`src/rtl/riscv_pkg.sv`:
```
// Shared constants for the pipeline stages: default widths, reset PC and the canonical NOP.
// No logic, so no latency.
// No flow control; constants only.
package riscv_pkg;

  localparam int          ADDRESS_BITS = 12;
  localparam int          DATA_WIDTH   = 32;
  localparam int          RESET_PC     = 0;
  localparam int          PC_INCREMENT = 4;

  // addi x0,x0,0: the bubble every pipeline register loads when squashed
  localparam logic [31:0] NOP_INSTR    = 32'h0000_0013;

endpackage

```
`src/rtl/if_id_register.sv`:
```
// IF/ID pipeline register: instruction, its PC, PC+4 and a valid bit.
// One cycle: next_* fields are visible on the outputs after the next rising edge.
// bubble beats hold; a bubble keeps the pc fields and squashes the instruction to NOP.
module if_id_register
  import riscv_pkg::*;
#(
  parameter int address_bits = ADDRESS_BITS,
  parameter int data_width   = DATA_WIDTH
) (
  input  logic                    clk,
  input  logic                    rst_n,
  input  logic                    bubble,
  input  logic                    hold,
  input  logic [address_bits-1:0] next_pc,
  input  logic [address_bits-1:0] next_pc_plus4,
  input  logic [data_width-1:0]   next_instruction,
  output logic [address_bits-1:0] ifid_pc,
  output logic [address_bits-1:0] ifid_pc_plus4,
  output logic [data_width-1:0]   ifid_instruction,
  output logic                    ifid_valid
);

  localparam logic [data_width-1:0] NOP = data_width'(NOP_INSTR);

  // Bubble, hold or load, in that priority order.
  always_ff @(posedge clk or negedge rst_n) begin
    if (!rst_n) begin
      ifid_pc          <= '0;
      ifid_pc_plus4    <= '0;
      ifid_instruction <= NOP;
      ifid_valid       <= 1'b0;
    end else if (bubble) begin
      ifid_instruction <= NOP;
      ifid_valid       <= 1'b0;
    end else if (!hold) begin
      ifid_pc          <= next_pc;
      ifid_pc_plus4    <= next_pc_plus4;
      ifid_instruction <= next_instruction;
      ifid_valid       <= 1'b1;
    end
  end

endmodule

```
`src/rtl/fetch_stage.sv`:
```
// Instruction fetch: PC, next-PC selection, IF/ID capture, misalignment pulse and fetch counter.
// Instruction at pc appears in IF/ID one edge later; a redirect costs one bubble.
// stall holds PC and IF/ID; flush/redirect insert a bubble; redirect overrides stall.
module fetch_stage
  import riscv_pkg::*;
#(
  parameter int address_bits = ADDRESS_BITS,
  parameter int data_width   = DATA_WIDTH,
  parameter int reset_pc     = RESET_PC
) (
  input  logic                    clk,
  input  logic                    rst_n,
  input  logic                    stall,
  input  logic                    flush,
  input  logic                    redirect_valid,
  input  logic [address_bits-1:0] redirect_target,
  output logic [address_bits-1:0] imem_address,
  input  logic [data_width-1:0]   imem_instruction,
  output logic [address_bits-1:0] ifid_pc,
  output logic [address_bits-1:0] ifid_pc_plus4,
  output logic [data_width-1:0]   ifid_instruction,
  output logic                    ifid_valid,
  output logic                    misaligned_fault,
  output logic [31:0]             fetch_count
);

  logic [address_bits-1:0] pc;
  logic [address_bits-1:0] pc_plus4;
  logic [address_bits-1:0] pc_next;
  logic [address_bits-1:0] redirect_aligned;
  logic                    squash;
  logic                    fetch_accept;

  // Wraps modulo 2^address_bits by construction of the adder width.
  assign pc_plus4         = pc + address_bits'(PC_INCREMENT);
  // Low bits are dropped rather than trapped; the fault pulse reports them.
  assign redirect_aligned = {redirect_target[address_bits-1:2], 2'b00};
  assign squash           = redirect_valid | flush;
  assign fetch_accept     = !squash && !stall;
  assign imem_address     = pc;

  // Next PC: redirect beats stall beats sequential increment.
  always_comb begin
    pc_next = pc_plus4;
    if (redirect_valid) begin
      pc_next = redirect_aligned;
    end else if (stall) begin
      pc_next = pc;
    end
  end

  // Program counter register.
  always_ff @(posedge clk or negedge rst_n) begin
    if (!rst_n) begin
      pc <= address_bits'(reset_pc);
    end else begin
      pc <= pc_next;
    end
  end

  // One-cycle fault pulse and count of instructions accepted into IF/ID.
  always_ff @(posedge clk or negedge rst_n) begin
    if (!rst_n) begin
      misaligned_fault <= 1'b0;
      fetch_count      <= '0;
    end else begin
      misaligned_fault <= redirect_valid && (redirect_target[1:0] != 2'b00);
      if (fetch_accept) begin
        fetch_count <= fetch_count + 32'd1;
      end
    end
  end

  if_id_register #(
    .address_bits(address_bits),
    .data_width  (data_width)
  ) u_if_id (
    .clk             (clk),
    .rst_n           (rst_n),
    .bubble          (squash),
    .hold            (stall),
    .next_pc         (pc),
    .next_pc_plus4   (pc_plus4),
    .next_instruction(imem_instruction),
    .ifid_pc         (ifid_pc),
    .ifid_pc_plus4   (ifid_pc_plus4),
    .ifid_instruction(ifid_instruction),
    .ifid_valid      (ifid_valid)
  );

endmodule

```
`config.mk`:
```
export PLATFORM = sky130hd
export DESIGN_NAME = fetch_stage
export DESIGN_NICKNAME = d
export VERILOG_FILES = /design/src/rtl/riscv_pkg.sv /design/src/rtl/if_id_register.sv /design/src/rtl/fetch_stage.sv
export SDC_FILE = /design/constraint.sdc
export NUM_CORES = 1
export LEC_CHECK = 0
export CAP_MARGIN = 10
export CORE_AREA = 4 4 106 108
export CTS_CLUSTER_DIAMETER = 120
export DETAILED_ROUTE_END_ITERATION = 6
export DIE_AREA = 0 0 110 112
export GPL_ROUTABILITY_DRIVEN = 0
export HOLD_SLACK_MARGIN = 0.02
export PLACE_DENSITY_LB_ADDON = 0.05
export SLEW_MARGIN = 20
export SYNTH_ARGS = -nofsm -noshare
export SYNTH_HDL_FRONTEND = slang
export SYNTH_SLANG_ARGS = --single-unit
```
`constraint.sdc`:
```
create_clock -name clk -period 1.6 [get_ports clk]
set_input_delay 0.32 -clock clk [delete_from_list [all_inputs] [get_ports clk]]
set_output_delay 0.32 -clock clk [all_outputs]
set_load 0.03 [all_outputs]
```
Word-level counts from Yosys, hierarchy flattened
Cells that the tools add are included.
{"block": "totals", "reg_bits": 102, "latch_bits": 0, "ram_bits": 0, "romBits": 0, "out_inout_bits": 102, "elab_cells": 26, "memories": 0}
{"block": "op_classes", "add_sub_neg": 2, "mul": 0, "n_div": 0, "order_cmp": 0, "n_eq_ne": 2, "shift": 0, "muxes": 6, "bitwise": 3, "n_reduce_logical": 6}
{"operator": "$mux W32", "n": 2}
{"operator": "$add A32 B1 Y32 const B", "n": 1}
{"operator": "$mux W12", "n": 2}
{"operator": "$add A12 B3 Y12 const B", "n": 1}
{"operator": "$ne A2 B1 Y1 const B", "n": 2}
{"operator": "$logic_and A1 B1 Y1", "n": 2}
{"operator": "$logic_not A1 Y1", "n": 2}
{"operator": "$mux W1", "n": 2}
{"operator": "$not A1 Y1", "n": 2}
{"operator": "$reduce_and A2 Y1", "n": 1}
{"operator": "$reduce_bool A2 Y1", "n": 1}
{"operator": "$or A1 B1 Y1", "n": 1}

Logic depth before layout (Yosys ltp)
{"block": "logic_depth", "ltp_word": 3, "mapped_depth": 6, "ltp_nobuf": 5}

By module
From an unflattened synthesis, not the netlist that was laid out.
{"block": "unflattened", "hier_cells": 366, "area_unflattened_um2": 4599.4}
{"mod": "if_id_register", "n_inst": 1, "cells_each": 158, "area_per_inst_um2": 2342.2, "seq_area_each_um2": 1430.1}
{"mod": "fetch_stage", "n_inst": 1, "cells_each": 208, "area_per_inst_um2": 2257.2, "seq_area_each_um2": 1076.0}

Least setup slack after synthesis
OpenSTA, ideal clock, no wires.
{"block": "synth_timing", "path_kind": "flip-flop to flip-flop", "start": "reg fetch_count[6]", "end": "reg fetch_count[30]", "setup_ns": 0.133, "t_arrival_ns": 1.757, "t_required_ns": 1.467, "setup_slack_ns": -0.290, "path_stages_with_launch": 7, "n_path_buf": 2, "period_less_slack_ns": 1.890, "cell_sequence": "dfrtp_1 -> and4_1 -> and4_1 -> buf_2 -> buf_1 -> nand4_1 -> xnor2_1"}
{"block": "synth_via", "elab_chain_len": 1}
{"item": "start, declared", "line_no": "fetch_stage.sv:24", "source": "output logic [31:0] fetch_count"}
{"item": "start signal, assigned", "line_no": "fetch_stage.sv:69", "source": "fetch_count <= fetch_count + 32'd1;"}
{"item": "$add A32 B1 Y32", "line_no": "fetch_stage.sv:69"}
Every way passes these cells.
A chain may end at the register's enable or synchronous reset.

Final worst setup path
{"block": "layout_timing", "start": "reg fetch_count[2]", "end": "reg fetch_count[15]"}
The elaborated chain is that of the path after synthesis.

==> summary.md <==
| Metric | Value |
|---|---|
| Yosys top cell area share | 0.572 |
| Worst-path fanout max | 7 |
| Max clock buf depth | 2 |
| Ports | 151 |
| Avg WL per Cell | 15.5 um |
| Die Y | 112 um |
| Core region area | 10200 um^2 |
| CP required | 1840 ps |
| First-pass GRT wire length | 17400 um |
| Peak VDD IR | 0.557 mV |
| Status | finished with violations |
| Final Hold Viols | 0 |
| Minimum clock period | 1610 ps |
| Post-Place Worst Slack | -490 ps |
| CP max stage delay | 520 ps |
| CTS tree | done |
| TritonCTS Buffers | 9 |
| Row count | 37 |
| Startpoint types | flop |
| Drt pass-1 iters | 4 |
| RSZ-0062 raised after global routing | yes |
| WL final | 10500 um |
| Drt drc | 0 |
| Fin area | 6160 um^2 |
| Vias | 3270 |
| Die ar. | 12300 um^2 |
| Die X | 110 um |
| Setup TNS | -23.4 ps |
| I/O Buffers | 144 |
| Antenna diodes | 0 |
| Setup-failing EPs final | 3 |
| Max cap viols | 0 |
| DR iter-0 viols | 125 |
| Ys async rst share | 1.00 |
| Worst path slowest cell | or4b_4 |
| Final Hold Slack | 475 ps |
| Final slew viol count | 0 |
| Overflow after GRT | 0 |
| Post-synth top area cell | dfrtp_1 |
| Count leader, synth | dfrtp_1 |
| H-tree Lvls | 3 |
| Worst hold path class | flop to flop |
| Final setup margin | -13.7 ps |
| Power per Cell Area | 950 nW/um^2 |
| Most used DFF post-synth | dfrtp_1 |
| Fin util | 0.602 |
| Sink Count | 96 |
| Synth cell types | 31 |
| Area contributors post-synth | dfrtp_1 57%, xnor2_1 8.8%, nand2_1 6.3% |
| Number of flops mapped to enable cells by yosys | 0 |
| Post-synth top cells | 93 x dfrtp_1, 68 x nand2_1, 41 x xnor2_1, 29 x a22o_1, 19 x o21ai_0 |
| WP data arrival | 1850 ps |
| Post-Route Skew | 15.2 ps |
| Failing checks | setup timing |
| Antenna Nets Post-Route | 0 |
| HPWL after DPL | 7610 um |
| Post-Syn Instances | 364 |
| Starting density of the core | 0.398 |
| Syn-to-layout area delta | 51.4% |
| Synthesized area | 4070 um^2 |
| CTS root buf | clkbuf_8 |
| Nets | 589 |
| Leakage | 0.00308 uW |
| Pin count of the biggest net entering global routing | 53 |
| Vias per cell | 4.82 |
| CP cell instances | or4b_4 -> nor3_4 -> buf_6 -> nand4_1 -> xnor2_1 |
| Layout cells sized above 1 | 0.169 |
| Final period utilization | 1.01 |
| Area post-placement | 5990 um^2 |
| Worst-path clk slew | 100 ps |
| Avg Cell Area, Syn | 11.2 um^2 |
| All-Layer GR Usage | 0.178 |
| Fmax | 620 MHz |
| Crit. End Element | flop |
| Sequential share of the synthesized area | 0.591 |
| Vias in the first global route | 3414 |
| Later-pin clock latency in the skew report | 350 ps |
| CP Class | flop to flop |
| Initial antenna violation count | 0 |
| Ys Warns | 0 |
| Yosys reg bits | 96 |
==> state kept, by name, summed over array words and instances (netlist names) <==
name                      cells
u_if_id.ifid_instruction     32
misaligned_fault              1
u_if_id.ifid_pc_plus4        10
fetch_count                  32
u_if_id.ifid_pc              10
u_if_id.ifid_valid            1
imem_address                 10
==> area by class of cell <==
class	instances	area, um^2
tap	136	170
clock buffer	11	151
timing repair buffer	184	1730
multi-input combinational	245	1630
clock inverter	5	55.1
fill	928	4070
inverter	2	7.51
sequential	96	2420
==> worst paths after layout <==
path                                 startpoint                           to  slack (ps)  depth (start not counted)
worst max-delay path             fetch_count[2]              fetch_count[15]         -10                          5
worst min-delay path            fetch_count[31]              fetch_count[31]         480                          1
worst max register to register   fetch_count[2]              fetch_count[15]         -10                          5
worst min register to register  fetch_count[31]              fetch_count[31]         480                          1
max in group asynchronous                 rst_n  u_if_id.ifid_instruction[0]         800                          3
min in group asynchronous                 rst_n     u_if_id.ifid_pc_plus4[9]         490                          3
==> logic make-up (layout without fill, tap and decap cells) <==
group | after synthesis | after routing | share of synthesized area
xor+xnor | 48 | 48 | 0.103
buf+inv | 28 | 202 | 0.0372
compound gates | 53 | 53 | 0.0959
other cells | 1 | 6 | 0.000921
flops | 96 | 96 | 0.591
fa+ha+maj | 2 | 2 | 0.00615
simple gates | 135 | 135 | 0.163
mux | 1 | 1 | 0.00246
==> per-stage QoR <==
| step | instances | total power, uW |
|---|---|---|
| global route | 679 | 6180 |
| CTS | 680 | 5930 |
| finish | 679 | 5850 |
| floorplan | 369 | 3570 |
| detailed placement | 660 | 4410 |
| global placement | 660 | 4400 |
==> power by group <==
group          switching, uW  internal [uW]
logic                    839            573
clock network            837            804
registers                169           2630
total                   1850           4010
==> placed cells by master (no fill, tap or decap), types with 2 or more instances in the layout <==
cell,netlist,final
nor2_1,8,8
dlygate4sd2_1,0,86
clkinvlp_4,0,2
and3_1,6,6
nor3_2,0,3
xor2_1,7,7
buf_12,0,8
clkdlybuf4s50_1,0,44
dfrtp_1,93,85
nand3_2,0,4
a22o_1,29,29
o21ai_0,19,19
nand4_1,17,17
clkbuf_2,0,2
dfstp_2,3,3
nor3_4,2,2
nor3_1,8,5
nand2_1,68,66
clkdlybuf4s15_1,0,6
nor4_1,4,2
o22a_1,3,3
clkinv_2,0,2
and4_1,3,3
inv_1,2,2
clkdlybuf4s15_2,0,2
xnor2_1,41,39
nand3_1,13,8
conb_1,1,6
xnor2_2,0,2
dfrtp_2,0,8
and2_1,3,3
clkbuf_8,0,11
buf_4,6,31
buf_6,3,4
==> critical path, delay by kind of cell (launching register included) <==
family	cells	cell delay (ps)
buffers and inverters	1	170
XOR/XNOR	1	150
AND/OR/NAND/NOR	3	810
flip-flops	1	380
==> routing by layer <==
metal	up-vias	wire length (um)	GRT usage	share of wire
met3	11	799	0.0684	0.076
met4	0	106	0.0299	0.010
li1	1589	-	-	-
met5	-	0	0	0
met1	1572	4840	0.249	0.46
met2	98	4770	0.267	0.45
==> what timing repair did <==
item	CTS	global route
hold buffers	1	0
resized for setup	104	21
cloned	1	0
pin swaps	7	7
setup endpoints to repair	117	33
buffers inserted	2	1
endpoints found under the hold margin	93	0
Power figures use the tool's default switching activity.
